## src/rtl/uart_cmd_bridge.sv

```systemverilog
// rtl/uart_cmd_bridge.sv - UART command frames ('W' addr d0..d3 / 'R' addr) bridged to a single-word register bus
`timescale 1ns/1ps
module uart_cmd_bridge #(
  parameter int unsigned TIMEOUT = 1000
) (
  input  logic        clk,
  input  logic        rst,
  input  logic        rx_received,
  input  logic [7:0]  rx_byte,
  input  logic        rx_error,
  input  logic        tx_busy,
  output logic        tx_transmit,
  output logic [7:0]  tx_data,
  output logic        bus_req,
  output logic        bus_we,
  output logic [7:0]  bus_addr,
  output logic [31:0] bus_wdata,
  input  logic        bus_ack,
  input  logic [31:0] bus_rdata
);

  localparam logic [7:0] CMD_WRITE = 8'h57;
  localparam logic [7:0] CMD_READ  = 8'h52;
  localparam logic [7:0] RSP_OK    = 8'h4B;
  localparam logic [7:0] RSP_ERR   = 8'h45;

  typedef enum logic [2:0] {IDLE, GET_ADDR, GET_DATA, BUS, SEND, WAIT_HI, WAIT_LO} state_t;

  state_t      state;
  logic [1:0]  idx;
  logic [15:0] tmo_cnt;
  logic [31:0] resp;
  logic [2:0]  resp_left;
  logic        timed_out;

  assign timed_out = (32'(tmo_cnt) >= TIMEOUT);

  always_ff @(posedge clk) begin
    if (rst) begin
      state       <= IDLE;
      tx_transmit <= 1'b0;
      tx_data     <= '0;
      bus_req     <= 1'b0;
      bus_we      <= 1'b0;
      bus_addr    <= '0;
      bus_wdata   <= '0;
      idx         <= '0;
      tmo_cnt     <= '0;
      resp        <= '0;
      resp_left   <= '0;
    end else begin
      tx_transmit <= 1'b0;
      case (state)
        IDLE: begin
          tmo_cnt <= '0;
          if (rx_received) begin
            if (rx_byte == CMD_WRITE || rx_byte == CMD_READ) begin
              bus_we <= (rx_byte == CMD_WRITE);
              state  <= GET_ADDR;
            end else begin
              resp      <= {24'h0, RSP_ERR};
              resp_left <= 3'd1;
              state     <= SEND;
            end
          end
        end

        // Priority: framing error, then a received byte, then the inter-byte timeout.
        GET_ADDR, GET_DATA: begin
          if (rx_error) begin
            state <= IDLE;
          end else if (rx_received) begin
            tmo_cnt <= '0;
            if (state == GET_ADDR) begin
              bus_addr <= rx_byte;
              idx      <= '0;
              if (bus_we) begin
                state <= GET_DATA;
              end else begin
                bus_req <= 1'b1;
                state   <= BUS;
              end
            end else begin
              bus_wdata[{idx, 3'b000} +: 8] <= rx_byte;
              idx <= idx + 2'd1;
              if (idx == 2'd3) begin
                bus_req <= 1'b1;
                state   <= BUS;
              end
            end
          end else if (timed_out) begin
            state <= IDLE;
          end else if (tmo_cnt != 16'hFFFF) begin
            tmo_cnt <= tmo_cnt + 16'd1;
          end
        end

        BUS: begin
          if (bus_ack) begin
            bus_req <= 1'b0;
            if (bus_we) begin
              resp      <= {24'h0, RSP_OK};
              resp_left <= 3'd1;
            end else begin
              resp      <= bus_rdata;
              resp_left <= 3'd4;
            end
            state <= SEND;
          end
        end

        // Response bytes leave LSB first; each waits for a full busy high-then-low cycle.
        SEND: begin
          if (!tx_busy) begin
            tx_transmit <= 1'b1;
            tx_data     <= resp[7:0];
            resp        <= {8'h0, resp[31:8]};
            resp_left   <= resp_left - 3'd1;
            state       <= WAIT_HI;
          end
        end

        WAIT_HI: begin
          if (tx_busy) state <= WAIT_LO;
        end

        WAIT_LO: begin
          if (!tx_busy) state <= (resp_left != 3'd0) ? SEND : IDLE;
        end

        default: state <= IDLE;
      endcase
    end
  end

endmodule

```

## config.mk

```make
export PLATFORM = sky130hd
export DESIGN_NAME = uart_cmd_bridge
export DESIGN_NICKNAME = d
export VERILOG_FILES = /design/src/rtl/uart_cmd_bridge.sv
export SDC_FILE = /design/constraint.sdc
export NUM_CORES = 1
export LEC_CHECK = 0
export BUFFER_PORTS_ARGS = -buffer_cell sky130_fd_sc_hd__clkbuf_2
export CORE_ASPECT_RATIO = 0.9
export CORE_MARGIN = 2
export CORE_UTILIZATION = 50
export DETAILED_ROUTE_END_ITERATION = 10
export PLACE_DENSITY = 0.73
export SETUP_SLACK_MARGIN = 0.3
export SKIP_CTS_REPAIR_TIMING = 1
export SLEW_MARGIN = 20
export SYNTH_ARGS = -nofsm -noshare
export SYNTH_HDL_FRONTEND = slang
export SYNTH_SLANG_ARGS = --single-unit
```

## constraint.sdc

```tcl
create_clock -name clk -period 2.7 [get_ports clk]
set_input_delay 0.54 -clock clk [delete_from_list [all_inputs] [get_ports clk]]
set_output_delay 0.54 -clock clk [all_outputs]
set_load 0.05 [all_outputs]
```

Word level (Yosys, flattened, before mapping):

Cells that the tools add are included.

* input bits: 46
* output and inout bits: 51
* register bits: 107
* logic and storage cells: 104

* reduce and logical (&&, ||, !) cells: 17
* shifts and indexed selects: 2
* multiplexer cells: 41
* $lt $le $gt $ge: 1
* bitwise logic cells: 4
* equal/unequal tests: 24
* add/subtract/negate cells: 4

Operators with widths (number)
* two-way mux 32 bit: 5
* one-hot mux 32 bit (3 select lines): 1
* two-way mux 16 bit: 4
* two-way mux 3 bit: 17
* bitwise mux 32 bit: 1
* one-hot mux 16 bit (2 select lines): 1
* variable shift 8 x 7 -> 32 bit (first input constant): 1
* indexed part select 8 x 7 -> 32 bit: 1
* one-hot mux 3 bit (6 select lines): 1
* adder 16 x 1 -> 16 bit (second input constant): 1
* == test 8 x 7 -> 1 bit (second input constant): 2
* >= comparator 16 x 10 -> 1 bit (second input constant): 1
* inequality test 16 bit (second input constant): 1
* inequality test 2 bit (second input constant): 8
* inequality test 3 bit (second input constant): 4
* AND reduction 4 bit: 3
* == test 3 bit (second input constant): 3
* one-hot mux 3 bit (3 select lines): 1
* two-way mux 1 bit: 8
* negator 5 -> 7 bit: 1
* AND reduction 7 bit: 1
* == test 3 x 2 -> 1 bit (second input constant): 2
* AND reduction 3 bit: 2
* AND reduction 6 bit: 1
* other kinds (16): 22

Logic depth before layout (Yosys ltp):

Gate-level depths: netlist of run 1.

* depth in word-level cells: 6
* depth in mapped cells: 9
* mapped depth without buffers: 7

Least setup slack after synthesis of run 1:

No wires, ideal clock.

* kind: in2reg
* start: in rx_error
* end: reg tmo_cnt[1]
* buffers on the path: 1
* library setup time: 0.121 ns
* arrival: 2.134 ns
* stages on the path: 6
* required time: 2.579 ns
* setup slack: 0.445 ns
* path through: or4_1 -> a211o_1 -> buf_6 -> a311o_1 -> nand2_2 -> mux2_2

* longest elaborated chain between the ends: 2

Ends and longest elaborated chain
* start: declaration: RTL line 10 `input logic rx_error,`
* inequality test 2 bit (no line)
* AND reduction 4 bit (no line)
* end signal: assignment: RTL line 94 `tmo_cnt <= tmo_cnt + 16'd1;`
* end: declaration: RTL line 31 `logic [15:0] tmo_cnt;`

Every way passes these cells.
A chain may end at the register's enable or synchronous reset.

Worst setup path after layout of run 1:

* start: reg tmo_cnt[12]
* end: reg tmo_cnt[1]

* longest elaborated chain between the ends: 3
* elaborated cells on any way between the ends: 5
* classes of those cells: order compare: 1; eq/ne: 3; reduce/logical: 1

Ends and longest elaborated chain (RTL line)
* >= comparator 16 x 10 -> 1 bit or inequality test 16 bit (tied branches): 36, 93
* inequality test 3 bit (no line)
* AND reduction 4 bit (no line) *

Mark *: on every way between the ends. The rest lies on a longest branch, timed or not.

==> results of run 1 <==
[synthesized netlist by cell type, drive strengths merged, types with 2 or more instances]
library cell | count | share of area (%)
dfxtp | 107 | 45
nand2 | 77 | 6.2
a21oi | 69 | 7.3
nand3 | 48 | 5.1
nor2 | 48 | 4.3
clkbuf | 33 | 2.6
nor3 | 24 | 2.5
a221oi | 21 | 3.9
inv | 15 | 1.2
o21ai | 12 | 1.3
nor3b | 11 | 1.7
ha | 10 | 2.6
and3 | 9 | 1.2
mux2i | 9 | 1.9
buf | 8 | 1.1
a211o | 5 | 0.93
a211oi | 5 | 0.79
nor2b | 5 | 0.66
a311oi | 4 | 0.74
nand2b | 4 | 0.53
nor4 | 4 | 0.53
o21a | 4 | 0.64
a31oi | 3 | 0.40
or3 | 3 | 0.40
a22oi | 2 | 0.32
and2 | 2 | 0.26
nand4 | 2 | 0.26
o221ai | 2 | 0.37
o22ai | 2 | 0.26
o31ai | 2 | 0.32
[per-layer routing]
metal  global-route usage (%)  routed length, µm  share of wire [%]  vias up
met5                        0                  0                  0        -
met4                     8.98                204                1.7        0
met3                     5.89                755                6.3       21
met2                     37.2               5650                 48      136
met1                     30.8               5290                 44     2115
li1                         -                  -                  -     2218
[worst min path at each step]
stage | start | endpoint | depth (start not counted)
6_report | bus_rdata[26] | resp[26] | 3
5_1_grt | bus_rdata[27] | resp[27] | 3
4_1_cts | bus_rdata[27] | resp[27] | 3
3_5_place_dp | bus_wdata[29] | bus_wdata[29] | 2
3_3_place_gp | resp[29] | resp[29] | 2
2_1_floorplan | resp[24] | resp[24] | 2
[sequential cells by signal (all words and copies together) (netlist names)]
signal / cells
bus_wdata: 32
resp: 32
tmo_cnt: 16
bus_addr: 8
tx_data: 8
resp_left: 3
state: 3
idx: 2
bus_req: 1
bus_we: 1
tx_transmit: 1
[cell usage in the layout, fill, tap and decap left out, types with 2 or more instances in the layout]
| cell type | count |
|---|---|
| dfxtp_1 | 106 |
| clkbuf_2 | 95 |
| nand2_1 | 76 |
| a21oi_1 | 69 |
| nand3_1 | 48 |
| nor2_1 | 46 |
| nor3_1 | 23 |
| a221oi_1 | 20 |
| buf_4 | 16 |
| inv_1 | 15 |
| nor3b_1 | 10 |
| o21ai_0 | 10 |
| ha_1 | 10 |
| clkbuf_8 | 10 |
| and3_1 | 9 |
| mux2i_1 | 9 |
| nor2b_1 | 5 |
| a211o_1 | 5 |
| a211oi_1 | 5 |
| nand2b_1 | 4 |
| nor4_1 | 4 |
| o21a_1 | 4 |
| a311oi_1 | 4 |
| or3_1 | 3 |
| a31oi_1 | 3 |
| and2_1 | 2 |
| nand4_1 | 2 |
| o31ai_1 | 2 |
| a22oi_1 | 2 |
| o21ai_1 | 2 |
| o22ai_1 | 2 |
| o221ai_1 | 2 |
| clkbuf_1 | 2 |
| clkinv_2 | 2 |
[metrics by stage]
step,setup slack [ps],cell area (µm²),hold WS (ps),std cells
after detailed placement,220,5340,445,765
final,413,5520,392,781
after global placement,267,5340,438,765
after CTS,417,5520,386,781
after floorplan,445,4730,432,572
after global routing,341,5520,387,781
[critical path, stage by stage (launching register included)]
cell	delay, ps
dfxtp_1	340
or4_1	560
a211o_1	450
a311o_1	440
nand2_2	80
mux2_2	320
[area by class of cell]
| cell class | count | share of cell area (%) |
|---|---|---|
| inverter | 15 | 1.02 |
| timing repair buffer | 112 | 11.2 |
| multi-input combinational | 409 | 43.1 |
| clock buffer | 12 | 2.63 |
| tap | 122 | 2.77 |
| sequential | 107 | 38.9 |
| clock inverter | 4 | 0.476 |
[kinds of logic (layout without fill, tap and decap cells)]
family	count (synthesis)	after routing
xor+xnor	2	2
compound gates	143	143
flops	107	107
buf+inv	56	143
fa+ha+maj	10	10
simple gates	244	244
mux	10	10
[report_power, final]
| part | switching, mW | total, mW | internal (mW) |
|---|---|---|---|
| clock network | 0.525 | 0.885 | 0.360 |
| registers | 0.0837 | 1.79 | 1.71 |
| logic | 0.594 | 0.941 | 0.348 |
==> qor.yml, run 1 <==
outcome: "completed"
grt_overflow: 0
num_io_pins: 97
synth_enable_flop_cells: 0
start_kind: "register"
initial_core_util_pct: 51.6
synth-simple-area-share_pct: 25.0
max-cap-violations: 0
cp_max_fo: 9
tritoncts: "yes"
vias: 4490
drt-total-wl_um: 11900
firstDrtPassIters: 5
min_period_over_period_pct: 84.7
vias_per_cell: 5.75
n_antenna_cell: 0
die_h_um: 96.2
synth_compound_area_share_pct: 19.5
setup.worst_path.class: "reg2reg"
report.final.setup_viol: 0
seq_area_frac_synth_pct: 45.3
rsz0062_at_grt: "no"
track_usage_pct: 23.4
core_um2: 9170
cts.sinks: 107
muxShareOfSynthArea_pct: 2.14
clock-root-buffer: "clkbuf_8"
powerDensity_nw_per_um2: 656
startpoint: "tmo_cnt[12]"
relSlewSlack_pct: 39.0
ys_ff_latch: 107
syn_area_per_cell_um2: 8.26
area_growth_pct: 16.7
synth_top_family_by_area: "simple AND/OR/NAND/NOR gates"
hp-class: "in2reg"
total_power_mw: 3.62
syn-num-nets: 628
slew_violations: 0
place_hpwl_um: 8170
ys_warn_count: 0
ctsHtreeMaxLevel: 3
drc: 0
syn-instance-count: 572
worstReg2RegStart: "tmo_cnt[12]"
die_w_um: 106
synthFlopType: "dfxtp_1"
cp_data_arrival_time_ps: 2560
fin_util_pct: 60.2
syn_area_um2: 4730
dieArea_um2: 10200
first_iter_violations: 230
synthAdderAreaFrac_pct: 2.65
detail-route-antenna-nets: 0
grt_pass1_vias: 4104
reg2reg_slack_ps: 410
routabilityCongestion: 0.908
fmax_ghz: 0.437
clk_pin_slew_ps: 90
fill_cells: 858
cts.path.max_buffers: 2
r2r-end: "tmo_cnt[1]"
ir_drop_mv: 0.349
detail_route.wl_per_cell_um: 15.2
crit_required_ps: 2970
cp-end-kind: "register"
synthArstFlopShare_pct: 0
layout_min_cycle_time_ps: 2290
synth_cell_types: 58
seqCellArea_um2: 2140
grt_max_degree: 91
grt_pass1_wl_um: 19300
layout-drive-gt1-share_pct: 20.6
antenna_found_initial: 0
numPortBuffers: 96
nets: 710
crit_path_end: "tmo_cnt[1]"
fin_skew_ps: 7.98
row_count: 33
multi_input_area_um2: 2380
clkLatencyLatePin_ps: 370
synth-xor-area-share_pct: 0.371
setup_tns_ps: 0
tightestPinTransition_ps: 916
finalHoldViolCount: 0
reg2reg_depth: 5
p_leak_nw: 2.22
numCtsBuffers: 9
Power figures use the tool's default switching activity.
==> run 2: changes to the inputs <==
- ABC_AREA: default -> 1
- PLACE_DENSITY: 0.73 -> 0.72
- clock period: 2.7 -> 2.3 ns (I/O delays scaled with it)
==> run 2 against run 1 <==
Against the previous run:
- power increased by 29%
- register-to-register slack improved by 70 ps
- synthesized cell count increased by 22%
- sequential power increased by 13%
- sequential share of layout area decreased by 2.1 points
- count of clock-buffer cells in the layout unchanged
- sequential cell count unchanged
- critical endpoint is now resp[2]
- highest routed layer unchanged
==> qor.yml, run 2 <==
routabilityCongestion: 0.854  # -5.9%
hp-class: "in2reg"
cts.sinks: 107  # unchanged
row_count: 34  # +3.0%
firstDrtPassIters: 5  # unchanged
synthArstFlopShare_pct: 0  # unchanged
synth_compound_area_share_pct: 17.4  # -2.2 points
syn_area_um2: 5000  # +5.8%
tritoncts: "yes"
relSlewSlack_pct: 56.2  # +17 points
area_growth_pct: 16.8  # about the same
dieArea_um2: 10800  # +5.6%
slew_violations: 0  # unchanged
ys_warn_count: 0  # unchanged
vias: 4949  # +10%
largestRegisters: "bus_wdata: 32 flops, resp: 32 flops, tmo_cnt: 16 flops"
initial_core_util_pct: 51.5  # about the same
max-cap-violations: 0  # unchanged
drc: 0  # unchanged
synth_cell_types: 28  # -52%
nets: 847  # +19%
min_period_over_period_pct: 79.1  # -5.6 points
final_common_cell: "nand2_1"
ctsHtreeMaxLevel: 3  # unchanged
clkLatencyLatePin_ps: 380  # about the same
numCtsBuffers: 9  # unchanged
clock-root-buffer: "clkbuf_8"
synth-xor-area-share_pct: 0.350  # -0.020 points
report.final.setup_viol: 0  # unchanged
num_io_pins: 97  # unchanged
track_usage_pct: 24.0  # +0.59 points
multi_input_area_um2: 2510  # +5.7%
setup_tns_ps: 0  # unchanged
clk_pin_slew_ps: 100  # about the same
vias_per_cell: 5.37  # -6.6%
first_iter_violations: 325  # +41%
yosysMostFrequentCell: "nand2_1"
setup.worst_path.class: "reg2reg"
layout_common_cells: "161 x nand2_1, 105 x dfxtp_1, 96 x clkbuf_2"
seq_area_frac_synth_pct: 42.8  # -2.5 points
core_um2: 9700  # +5.8%
grt_pass1_wl_um: 20600  # +7.0%
synth_enable_flop_cells: 0  # unchanged
die_h_um: 98.9  # +2.7%
cp-end-kind: "register"
synth-simple-area-share_pct: 29.3  # +4.3 points
fill_cells: 915  # +6.6%
crit_path_max_incr_delay_ps: 440  # -120 ps
die_w_um: 109  # +2.8%
seqCellArea_um2: 2140  # about the same
synthAdderAreaFrac_pct: 2.50  # -0.15 points
layout_min_cycle_time_ps: 1820  # -469 ps
cp_slowest_cell: "dfxtp_1"
drt-total-wl_um: 12900  # +8.6%
n_antenna_cell: 0  # unchanged
p_leak_nw: 2.43  # +9.6%
detail_route.wl_per_cell_um: 14.0  # -8.0%
grt_max_degree: 84  # -7.7%
place_hpwl_um: 9010  # +10%
cp_max_fo: 36  # +27
syn_area_per_cell_um2: 7.15  # -13%
synth_top_family_by_area: "simple AND/OR/NAND/NOR gates"
tightestPinTransition_ps: 655  # -260 ps
syn-num-nets: 755  # +20%
yosysTopAreaCell: "dfxtp_1"
syn-instance-count: 699  # +22%
grt_pass1_vias: 4366  # +6.4%
crit_required_ps: 2570  # -400 ps
muxShareOfSynthArea_pct: 0  # -2.1 points
crit_chain: "inv_1 > nand2_1 > nor2_1 > nand2_1 > nand2_2 > nor2_4 > nand2_8 > o21ai_0 > nor2_1"
synth_commonest_cells: "161 x nand2_1, 107 x dfxtp_1, 89 x a21oi_1, 72 x nand3_1, 68 x nor2_1"
netlist_top_cells_area: "dfxtp_1 43%, nand2_1 12%, a21oi_1 8.9%"
fin_skew_ps: 7.00  # -0.988 ps
dp_cells: 902  # +18%
layout.cells.non_filler: 922  # +18%
cp_data_arrival_time_ps: 2090  # -470 ps
ir_drop_mv: 0.397  # +14%
powerDensity_nw_per_um2: 797  # +22%
numPortBuffers: 96  # unchanged
synth_top_area_share_pct: 42.8  # -2.5 points
ys_ff_latch: 107  # unchanged
antenna_found_initial: 0  # unchanged
finalHoldViolCount: 0  # unchanged
start_kind: "register"
layout-drive-gt1-share_pct: 19.1  # -1.5 points
whs_ps: 322  # -70.5 ps
total_power_mw: 4.66  # +29%
rsz0062_at_grt: "no"
synthFlopType: "dfxtp_1"
cts.path.max_buffers: 2  # unchanged
fmax_ghz: 0.550  # +26%
detail-route-antenna-nets: 0  # unchanged
grt_overflow: 0  # unchanged
outcome: "completed"
==> run 2: changes by cell type after synthesis, sizes merged, moves of 24 or more <==
cell / before / now
nand3: 48 / 72
inv: 15 / 59
o21ai: 12 / 48
nand2: 77 / 168
nor2: 48 / 77
==> run 2: path summary, 6_finish.rpt <==
path	start	to	slack (ps)	depth (start not counted)
worst min register to register	tmo_cnt[12]	tmo_cnt[12]	460	2
worst max-delay path	state[1]	resp[2]	480	9
worst max register to register	state[1]	resp[2]	480	9
worst min-delay path	bus_rdata[30]	resp[30]	320	3
==> run 2: critical path: cells and delay by family (launching register included) <==
family / cells / cell delay [ps]
flops: 1 / 440
simple gates: 7 / 900
compound gates: 1 / 240
buf+inv: 1 / 120
==> run 2: area by class of cell <==
class | count | area share [%]
multi-input combinational | 504 | 43.0
sequential | 107 | 36.7
timing repair buffer | 110 | 10.2
inverter | 59 | 3.81
tap | 126 | 2.70
clock buffer | 12 | 2.66
clock inverter | 4 | 0.835
==> run 2: power breakdown <==
| group | internal [mW] | switching [mW] |
|---|---|---|
| Sequential | 1.94 | 0.0758 |
| Combinational | 0.400 | 1.04 |
| Clock | 0.562 | 0.630 |
==> run 2: kinds of logic after synthesis <==
group                      Yosys count
AOI/OAI and AO/OA                  158
and+or+nand+nor                    333
xor gates and xnor gates             2
DFF                                107
adders and majority gates           10
buffers and inverters               89
==> run 2: metal layers <==
layer	GRT usage (%)	vias to the layer above	wire [µm]
met5	0	-	0
met4	6.91	0	180
met3	4.96	17	989
met2	35.0	174	5550
met1	35.5	2267	6210
li1	-	2491	-
==> run 2: metrics by stage <==
stage,utilization (%),cell area [µm²],setup WS (ps)
after floorplan,-,5000,338
after global placement,57.5,5570,254
after detailed placement,57.5,5570,224
after CTS,59.6,5780,255
after global routing,60.2,5840,298
final,60.2,5840,481
==> run 3: changes to the inputs <==
- clock period: 2.3 -> 1.8 ns (I/O delays scaled with it)
==> run 3 against run 2 <==
Against the previous run:
- worst setup slack got worse by 280 ps
- largest cell class unchanged
- non-clock buffer count rose by 36
- hold slack got worse by 88 ps
- clock skew up 9.4 ps
- fmax increased by 14%
==> qor.yml, run 3 (synthesis results as in run 2) <==
n_antenna_cell: 0  # unchanged
antenna_found_initial: 0  # unchanged
report.final.setup_viol: 0  # unchanged
rsz0062_at_grt: "yes"
p_switching_mw: 2.41  # +38%
p_seq_share_pct: 41.1  # -2.3 points
clk_pin_slew_ps: 110  # about the same
p_leak_nw: 2.66  # +9.2%
intPower_mw: 3.88  # +34%
num_io_pins: 97  # unchanged
combPwrFrac_pct: 37.0  # +6.0 points
die_w_um: 109  # unchanged
area_growth_pct: 27.2
start_kind: "register"
fin_skew_ps: 16.4  # +9.43 ps
min_period_over_period_pct: 88.6  # +9.5 points
die_h_um: 98.9  # unchanged
dieArea_um2: 10800  # unchanged
final_common_cell: "nand2_1"
switching_share_pct: 38.3  # +0.67 points
row_count: 34  # unchanged
detail-route-antenna-nets: 0  # unchanged
finalHoldViolCount: 0  # unchanged
cp_max_fo: 15  # -58%
tritoncts: "yes"
outcome: "completed"
slew_violations: 0  # unchanged
routabilityCongestion: 0.899  # +5.2%
track_usage_pct: 23.5  # -0.48 points
total_power_mw: 6.29  # +35%
fin_util_pct: 65.6  # +5.4 points
setup.worst_path.class: "reg2reg"
detail_route.wl_per_cell_um: 13.8  # -1.4%
layout_min_cycle_time_ps: 1600  # -224 ps
core_um2: 9700  # unchanged
cp-end-kind: "register"
place_hpwl_um: 8980  # -0.41%
grt_pass1_vias: 4524  # +3.6%
cts.path.max_buffers: 2  # unchanged
place_ws_ps: 12.3  # -211 ps
first_iter_violations: 263  # -19%
ctsHtreeMaxLevel: 3  # unchanged
grt_max_degree: 84  # unchanged
place_area_um2: 5780  # +3.7%
powerDensity_nw_per_um2: 989  # +24%
drt-total-wl_um: 13300  # +2.5%
cts.sinks: 107  # unchanged
cp_data_arrival_time_ps: 1910  # -180 ps
numCtsBuffers: 9  # unchanged
crit_required_ps: 2110  # -460 ps
fmax_ghz: 0.627  # +14%
ir_drop_mv: 0.707  # +78%
vias_per_cell: 5.28  # -1.6%
numPortBuffers: 96  # unchanged
tightestPinTransition_ps: 648  # -6.73 ps
vias: 5066  # +2.4%
grt_pass1_wl_um: 20700  # +0.60%
clkLatencyLatePin_ps: 370  # about the same
largestRegisters: "bus_wdata: 32 flops, resp: 32 flops, tmo_cnt: 16 flops"
max-cap-violations: 0  # unchanged
whs_ps: 233  # -88.1 ps
initial_core_util_pct: 51.5  # unchanged
setup_tns_ps: 0  # unchanged
hp-class: "in2reg"
nets: 884  # +4.4%
layout_common_cells: "151 x nand2_1, 96 x clkbuf_2, 95 x dfxtp_1"
layout.cells.non_filler: 959  # +4.0%
p_clk_share_pct: 21.9  # -3.7 points
grt_overflow: 0  # unchanged
layout-drive-gt1-share_pct: 28.7  # +9.6 points
relSlewSlack_pct: 56.7  # +0.56 points
setup_ws_ps: 205  # -276 ps
final_area_um2: 6360  # +8.9%
clock-root-buffer: "clkbuf_8"
dp_cells: 921  # +2.1%
drc: 0  # unchanged
firstDrtPassIters: 5  # unchanged
## run 3: final cells by class
type                            instances  area [µm²]
Fill cell                             845        3340
Multi-Input combinational cell        503        2690
Sequential cell                       107        2170
Timing Repair Buffer                  146         928
Inverter                               59         229
Tap cell                              126         158
Clock buffer                           10         128
Clock inverter                          6        50.0
Timing Repair inverter                  2        10.0
## run 3: worst max-delay path, stage by stage, from the launching register on
cell and delay, ps:
dfxtp_4 380, nand2_2 130, nand2_4 100, nor2_4 120
nand2_4 80, inv_4 90, nand2_8 100, nor2_4 180
buf_4 150, nand3_1 80, a21oi_2 130
## run 3: layer usage
metal | vias to the layer above | GRT usage [%] | routed length (µm)
met4 | 0 | 4.38 | 90
met3 | 10 | 5.36 | 877
met2 | 151 | 37.5 | 6210
met1 | 2341 | 32.8 | 6080
met5 | - | 0 | 0
li1 | 2564 | - | -
## run 3: final timing paths
check                                    from       endpoint  slack, ps  cells after the start
worst max-delay path                 state[1]  bus_wdata[16]        200                     10
worst min-delay path            bus_rdata[24]       resp[24]        230                      3
worst max register to register       state[1]  bus_wdata[16]        200                     10
worst min register to register    tmo_cnt[14]    tmo_cnt[14]        450                      2
## run 3: power by group through the flow
stage	sequential (mW)	combinational (mW)	clock [mW]
2_1_floorplan	2.74	1.30	0
3_3_place_gp	2.62	1.91	0
3_5_place_dp	2.63	1.93	0
4_1_cts	2.57	1.94	1.40
5_1_grt	2.60	2.54	1.50
6_report	2.59	2.33	1.38
